`src/rtl/rs_issue_scheduler_pkg.sv`:
```
// rs_issue_scheduler_pkg
//   Shared definitions for the reservation-station issue path: entry count,
//   functional-unit class enum and the fixed entry-to-FU map. The RS itself
//   imports the same map, so both sides agree on which entry feeds which unit.
package rs_issue_scheduler_pkg;

   localparam int NUM_ENTRIES = 5;
   localparam int PTR_W       = $clog2(NUM_ENTRIES);

   typedef enum logic [1:0] {
      FU_ALU   = 2'd0,
      FU_LOAD  = 2'd1,
      FU_STORE = 2'd2,
      FU_MULT  = 2'd3
   } fu_type_e;

   localparam fu_type_e ENTRY_FU [NUM_ENTRIES] =
      '{FU_ALU, FU_LOAD, FU_STORE, FU_MULT, FU_MULT};

   // Loads and stores share the single memory port.
   function automatic logic is_mem_fu(input fu_type_e fu);
      return (fu == FU_LOAD) || (fu == FU_STORE);
   endfunction

endpackage

```
`src/rtl/rs_issue_scheduler_if.sv`:
```
// rs_issue_scheduler_if
//   Bundle between the reservation station (master) and the issue
//   scheduler (slave).
//   master -> slave : entry_valid, entry_ready, mem_done, issue_hold, flush
//   slave -> master : issue_enable, issue_grant, issue_fu, free,
//                     mult_busy, mem_busy
interface rs_issue_scheduler_if;
   import rs_issue_scheduler_pkg::*;

   logic [NUM_ENTRIES-1:0] entry_valid;
   logic [NUM_ENTRIES-1:0] entry_ready;
   logic                   mem_done;
   logic                   issue_hold;
   logic                   flush;
   logic                   issue_enable;
   logic [NUM_ENTRIES-1:0] issue_grant;
   fu_type_e               issue_fu;
   logic [NUM_ENTRIES-1:0] free;
   logic                   mult_busy;
   logic                   mem_busy;

   modport master (
      output entry_valid, entry_ready, mem_done, issue_hold, flush,
      input  issue_enable, issue_grant, issue_fu, free, mult_busy, mem_busy
   );

   modport slave (
      input  entry_valid, entry_ready, mem_done, issue_hold, flush,
      output issue_enable, issue_grant, issue_fu, free, mult_busy, mem_busy
   );

endinterface

```
`src/rtl/rs_issue_scheduler_rr_arbiter.sv`:
```
// rs_issue_scheduler_rr_arbiter
//   Combinational round-robin pick: first set request bit scanning from
//   ptr_i upward, wrapping modulo N.
//   req_i       : request vector
//   ptr_i       : index with highest priority this cycle (must be < N)
//   grant_o     : one-hot grant (zero when no request)
//   grant_idx_o : binary index of the granted request
//   grant_vld_o : any request granted
module rs_issue_scheduler_rr_arbiter #(
   parameter int N     = 5,
   parameter int PTR_W = $clog2(N)
) (
   input  logic [N-1:0]     req_i,
   input  logic [PTR_W-1:0] ptr_i,
   output logic [N-1:0]     grant_o,
   output logic [PTR_W-1:0] grant_idx_o,
   output logic             grant_vld_o
);

   logic [PTR_W-1:0] idx;

   always_comb begin
      grant_o     = '0;
      grant_idx_o = '0;
      grant_vld_o = 1'b0;
      idx         = '0;
      for (int k = 0; k < N; k++) begin
         idx = PTR_W'((int'(ptr_i) + k) % N);
         if (!grant_vld_o && req_i[idx]) begin
            grant_vld_o = 1'b1;
            grant_o[idx] = 1'b1;
            grant_idx_o = idx;
         end
      end
   end

endmodule

```
`src/rtl/rs_issue_scheduler.sv`:
```
// rs_issue_scheduler
//   Picks at most one ready RS entry per cycle whose functional unit is free,
//   round-robin over entry indices, and issues it. Tracks the non-pipelined
//   multiplier and the shared load/store port, and pulses free back to the RS.
//   clock, reset : clock and asynchronous active-low reset
//   bus (slave)  : entry status / stall inputs, registered issue outputs
module rs_issue_scheduler
   import rs_issue_scheduler_pkg::*;
#(
   parameter int MULT_LATENCY = 4
) (
   input  logic                clock,
   input  logic                reset,
   rs_issue_scheduler_if.slave bus
);

   localparam int CNT_W = $clog2(MULT_LATENCY + 1);

   logic [CNT_W-1:0]       mult_cnt_q, mult_cnt_d;
   logic                   mem_busy_q, mem_busy_d;
   logic [PTR_W-1:0]       rr_ptr_q, rr_ptr_d;
   logic [NUM_ENTRIES-1:0] last_grant_q, last_grant_d;
   logic                   issue_en_q, issue_en_d;
   logic [NUM_ENTRIES-1:0] grant_q, grant_d;
   fu_type_e               fu_q, fu_d;

   logic                   mult_free, mem_free, do_issue;
   logic [NUM_ENTRIES-1:0] fu_free, eligible, arb_grant;
   logic [PTR_W-1:0]       arb_idx;
   logic                   arb_vld;
   fu_type_e               grant_fu;

   // A counter of 1 is the multiplier's final busy cycle, so a follow-on
   // multiply may issue then and start exactly when the unit frees up.
   assign mult_free = (mult_cnt_q <= CNT_W'(1));
   // mem_done frees the port in the same cycle it is reported.
   assign mem_free  = !mem_busy_q || bus.mem_done;

   always_comb begin
      fu_free = '0;
      for (int i = 0; i < NUM_ENTRIES; i++) begin
         case (ENTRY_FU[i])
            FU_ALU:            fu_free[i] = 1'b1;
            FU_LOAD, FU_STORE: fu_free[i] = mem_free;
            default:           fu_free[i] = mult_free;
         endcase
      end
   end

   // The entry issued last cycle is still shown valid by the RS until its
   // free pulse lands, so it is masked here to avoid a double issue.
   assign eligible = bus.entry_valid & bus.entry_ready & ~last_grant_q & fu_free;

   rs_issue_scheduler_rr_arbiter #(
      .N     (NUM_ENTRIES),
      .PTR_W (PTR_W)
   ) u_arb (
      .req_i       (eligible),
      .ptr_i       (rr_ptr_q),
      .grant_o     (arb_grant),
      .grant_idx_o (arb_idx),
      .grant_vld_o (arb_vld)
   );

   assign do_issue = arb_vld && !bus.issue_hold && !bus.flush;
   assign grant_fu = ENTRY_FU[arb_idx];

   always_comb begin
      rr_ptr_d     = rr_ptr_q;
      last_grant_d = '0;
      issue_en_d   = do_issue;
      grant_d      = do_issue ? arb_grant : '0;
      fu_d         = do_issue ? grant_fu : FU_ALU;
      if (do_issue) begin
         rr_ptr_d     = (arb_idx == PTR_W'(NUM_ENTRIES - 1)) ? '0 : arb_idx + 1'b1;
         last_grant_d = arb_grant;
      end

      mult_cnt_d = (mult_cnt_q != '0) ? mult_cnt_q - 1'b1 : '0;
      if (do_issue && (grant_fu == FU_MULT)) begin
         mult_cnt_d = CNT_W'(MULT_LATENCY);
      end

      // Flush drops the memory op but lets an in-flight multiply finish.
      // A new memory grant outranks a same-cycle mem_done.
      mem_busy_d = mem_busy_q;
      if (bus.flush) begin
         mem_busy_d = 1'b0;
      end else if (do_issue && is_mem_fu(grant_fu)) begin
         mem_busy_d = 1'b1;
      end else if (bus.mem_done) begin
         mem_busy_d = 1'b0;
      end
   end

   always_ff @(posedge clock or negedge reset) begin
      if (!reset) begin
         mult_cnt_q   <= '0;
         mem_busy_q   <= 1'b0;
         rr_ptr_q     <= '0;
         last_grant_q <= '0;
         issue_en_q   <= 1'b0;
         grant_q      <= '0;
         fu_q         <= FU_ALU;
      end else begin
         mult_cnt_q   <= mult_cnt_d;
         mem_busy_q   <= mem_busy_d;
         rr_ptr_q     <= rr_ptr_d;
         last_grant_q <= last_grant_d;
         issue_en_q   <= issue_en_d;
         grant_q      <= grant_d;
         fu_q         <= fu_d;
      end
   end

   assign bus.issue_enable = issue_en_q;
   assign bus.issue_grant  = grant_q;
   assign bus.free         = grant_q;
   assign bus.issue_fu     = fu_q;
   assign bus.mult_busy    = (mult_cnt_q != '0);
   assign bus.mem_busy     = mem_busy_q;

endmodule

```
`src/flat_wrapper.sv`:
```
// flat-port wrapper written by rule: the top's interface ports become plain ports
module rs_issue_scheduler_flat import rs_issue_scheduler_pkg::*;
#(
   parameter int MULT_LATENCY = 4
)
  (clock, reset, bus_entry_valid, bus_entry_ready, bus_mem_done, bus_issue_hold, bus_flush, bus_issue_enable, bus_issue_grant, bus_issue_fu, bus_free, bus_mult_busy, bus_mem_busy);
  rs_issue_scheduler_if bus_i ();
  input  logic clock;
  input  logic reset;
  input wire logic [$bits(bus_i.entry_valid)-1:0] bus_entry_valid;
  input wire logic [$bits(bus_i.entry_ready)-1:0] bus_entry_ready;
  input wire logic [$bits(bus_i.mem_done)-1:0] bus_mem_done;
  input wire logic [$bits(bus_i.issue_hold)-1:0] bus_issue_hold;
  input wire logic [$bits(bus_i.flush)-1:0] bus_flush;
  output wire logic [$bits(bus_i.issue_enable)-1:0] bus_issue_enable;
  output wire logic [$bits(bus_i.issue_grant)-1:0] bus_issue_grant;
  output wire logic [$bits(bus_i.issue_fu)-1:0] bus_issue_fu;
  output wire logic [$bits(bus_i.free)-1:0] bus_free;
  output wire logic [$bits(bus_i.mult_busy)-1:0] bus_mult_busy;
  output wire logic [$bits(bus_i.mem_busy)-1:0] bus_mem_busy;
  assign bus_i.entry_valid = bus_entry_valid;
  assign bus_i.entry_ready = bus_entry_ready;
  assign bus_i.mem_done = bus_mem_done;
  assign bus_i.issue_hold = bus_issue_hold;
  assign bus_i.flush = bus_flush;
  assign bus_issue_enable = bus_i.issue_enable;
  assign bus_issue_grant = bus_i.issue_grant;
  assign bus_issue_fu = bus_i.issue_fu;
  assign bus_free = bus_i.free;
  assign bus_mult_busy = bus_i.mult_busy;
  assign bus_mem_busy = bus_i.mem_busy;
  rs_issue_scheduler #(.MULT_LATENCY(MULT_LATENCY)) u_core (.clock(clock), .reset(reset), .bus(bus_i));
endmodule
```
`config.mk`:
```
export PLATFORM = sky130hd
export DESIGN_NAME = rs_issue_scheduler_flat
export DESIGN_NICKNAME = d
export VERILOG_FILES = /design/src/rtl/rs_issue_scheduler_pkg.sv /design/src/rtl/rs_issue_scheduler_if.sv /design/src/rtl/rs_issue_scheduler_rr_arbiter.sv /design/src/rtl/rs_issue_scheduler.sv /design/src/flat_wrapper.sv
export SDC_FILE = /design/constraint.sdc
export NUM_CORES = 1
export LEC_CHECK = 0
export BUFFER_PORTS_ARGS = -buffer_cell sky130_fd_sc_hd__buf_2
export CAP_MARGIN = 20
export CORE_ASPECT_RATIO = 0.8
export CORE_MARGIN = 2
export CORE_UTILIZATION = 40
export CTS_BUF_LIST = sky130_fd_sc_hd__clkbuf_8
export DETAILED_ROUTE_END_ITERATION = 10
export PLACE_DENSITY_LB_ADDON = 0.12
export SYNTH_ARGS = -nofsm -noshare
export SYNTH_HDL_FRONTEND = slang
export SYNTH_SLANG_ARGS = --single-unit
```
`constraint.sdc`:
```
create_clock -name clock -period 10.2 [get_ports clock]
set_input_delay 0.51 -clock clock [delete_from_list [all_inputs] [get_ports clock]]
set_output_delay 0.51 -clock clock [all_outputs]
set_load 0.005 [all_outputs]
```
==> impl_metrics.yaml <==
placement:
  gp_congestion: 0.914
  dp_hpwl_um: 6550
  io_buffers: 29
worst_setup_path:
  timing.critical_path.required_ps: 10350
  max_stage_delay_ps: 770
  cp.arrival_ps: 5800
  crit_path_max_fanout: 21
  cp-end-kind: "register"
  critPathLaunchType: "register"
  slowest_stage: "ha_1"
  crit_family: "compound AO/OA/AOI/OAI gates"
  crit_chain: "inv_1 > ha_1 > inv_1 > ha_1 > or3_1 > and4_1 > and4_1 > a211o_1 > a32o_1 > a211oi_2 > or4_1 > nor4bb_4 > inv_1 > ha_1 > a21boi_0 > o31a_1"
  worstReg2RegStart: "u_core.rr_ptr_q[1]"
  worstSetupPathType: "reg2reg"
  r2r_end: "u_core.rr_ptr_q[2]"
  r2r_cells: 16
  r2r_slack_ps: 4550
  path_buf_inv: 3
yosys:
  synth_nets: 406
  synth_cells: 371
  yosysTopAreaCellShare_pct: 13.1
  ys_seq_area_share_pct: 13.1
  syn-cell-area_um2: 2870
  synth_edf_count: 0
  yosysTopAreaCell: "dfrtp_1"
  synthTopCellsByArea: "dfrtp_1 (13%), ha_1 (8.7%), nand2_1 (4.2%)"
  synth-seq-cells: 15
  synthFlopType: "dfrtp_1"
  synth_cell_type_count: 86
  yosysWarnings: 0
  async_reset_ff_share_pct: 100
  syn_avg_cell_area_um2: 7.74
global_route:
  track_usage_pct: 21.1
  first_global_vias: 2562
  grt_pass1_wl_um: 13500
  grt_max_degree: 38
  antenna_found_initial: 0
  grt-ovfl-total: 0
final_layout:
  area_growth_pct: 5.14
  final_cell_mix: "nand2_1 (32), buf_2 (29), nor2_1 (23)"
  drive_above_1_share_pct: 17.0
  final_common_cell: "nand2_1"
  diodes: 0
  fin_nets: 419
  post-route-util_pct: 43.6
clock_tree:
  cts-hold-fix-buffers: 0
  cts_resized: 0
  worstSkewPairLatency_ps: 260
  cts.sinks: 15
  cts_tree: "built"
  cts_root_buffer: "clkbuf_8"
  cts_made_buffers: 3
  clk_pin_slew_worst_paths_ps: 60
  cts_max_path_buffers: 2
  post_cts_buffers: 0
  htree_levels: 1
timing:
  worst-slew-pin-transition_ps: 918
  setup_viol: 0
  fin_crit_sh_pct: 55.4
  min_period_ps: 5650
  hold-worst-slack_ps: 149
  max-slew-margin-rel_pct: 38.8
  hold_viol: 0
  slew_viol_final: 0
  fin_setup_tns_ps: 0
  max_freq_mhz: 177
  finClkSkew_ps: 4.36
  rsz0062_at_grt: "no"
drt:
  vias_per_cell: 6.21
  wire_per_inst_um: 17.5
  ant_nets: 0
  drtIter0Drc: 286
  drc_errors: 0
  wl_um: 8210
  first_pass_iters: 8
  vias: 2918
die:
  rows: 27
  die-height_um: 79.8
  start_util_pct: 41.5
  die-width_um: 98.8
  dieArea_um2: 7880
  ios: 30
  core_um2: 6930
run:
  max-cap-violations: 0
status:
  status: "finished, final reports clean"
min_path:
  min_path_type: "in2async"
kinds of logic (layout without fill, tap and decap cells):
group | count (synthesis) | after routing | share of synthesized area [%]
buf+inv | 44 | 56 | 8.89
flops | 15 | 15 | 13.1
xor+xnor | 11 | 11 | 3.61
mux | 11 | 11 | 4.75
compound gates | 121 | 121 | 31.6
simple gates | 149 | 149 | 29.4
fa+ha+maj | 20 | 20 | 8.71
worst max path at each step:
stage | start | endpoint | slack [ps] | depth (start not counted)
after global placement | u_core.rr_ptr_q[1] | u_core.rr_ptr_q[2] | 4670 | 16
after detailed placement | u_core.rr_ptr_q[1] | u_core.rr_ptr_q[2] | 4570 | 16
final | u_core.rr_ptr_q[1] | u_core.rr_ptr_q[2] | 4550 | 16
after floorplan | u_core.rr_ptr_q[0] | u_core.rr_ptr_q[2] | 5220 | 23
after global routing | u_core.rr_ptr_q[1] | u_core.rr_ptr_q[2] | 4020 | 17
after CTS | u_core.rr_ptr_q[1] | u_core.rr_ptr_q[2] | 4570 | 16
sequential cells by signal, summed over array words and instances, names as in the netlist:
name / count
u_core.last_grant_q: 5
u_core.mult_cnt_q: 3
u_core.rr_ptr_q: 3
u_core.bus.issue_fu: 2
u_core.bus.issue_enable: 1
u_core.bus.mem_busy: 1
final cells by class:
cell class                 instances  area (um^2)
multi-input combinational        312         2240
tap                               87          109
fill                             706         3910
clock inverter                     1         3.75
inverter                          19         73.8
clock buffer                       3         41.3
timing repair buffer              33          175
sequential                        15          375
worst reg2reg max path, cell delays in order, from the launching register on:
cell and delay, ps:
dfrtp_1 600, inv_1 310, ha_1 770, inv_1 360, ha_1 330, or3_1 410, and4_1 220, and4_1 200
a211o_1 310, a32o_1 260, a211oi_2 440, or4_1 180, nor4bb_4 420, inv_1 90, ha_1 230, a21boi_0 130
o31a_1 290
layer usage:
layer / vias to the layer above / wire, um / part of all wire (%) / GRT usage, %
li1: 1424 / - / - / -
met5: - / 0 / 0 / 0
met3: 6 / 434 / 5.3 / 2.98
met2: 93 / 3510 / 43 / 31.9
met4: 0 / 45 / 0.55 / 2.33
met1: 1395 / 4220 / 51 / 32.3
cells in the mapped netlist (8+ instances only):
master and count:
nor2_1 23, clkbuf_1 8, nand3_1 12, nand2_1 32, dfrtp_1 15, a211oi_1 8, o21ai_0 21, a21oi_1 15
inv_1 17, nor3_1 13, ha_1 20, nor2b_1 9
stage by stage:
step	setup WS [ps]	area (um^2)	std cells
4_1_cts	4570	3020	470
6_report	4550	3020	470
5_1_grt	4020	3020	470
3_3_place_gp	4670	2980	466
2_1_floorplan	5220	2870	371
3_5_place_dp	4570	2980	466
Power is left out: the tool's default activity adds up to more than one toggle a clock period on the data nets, which glitch-free logic cannot reach.
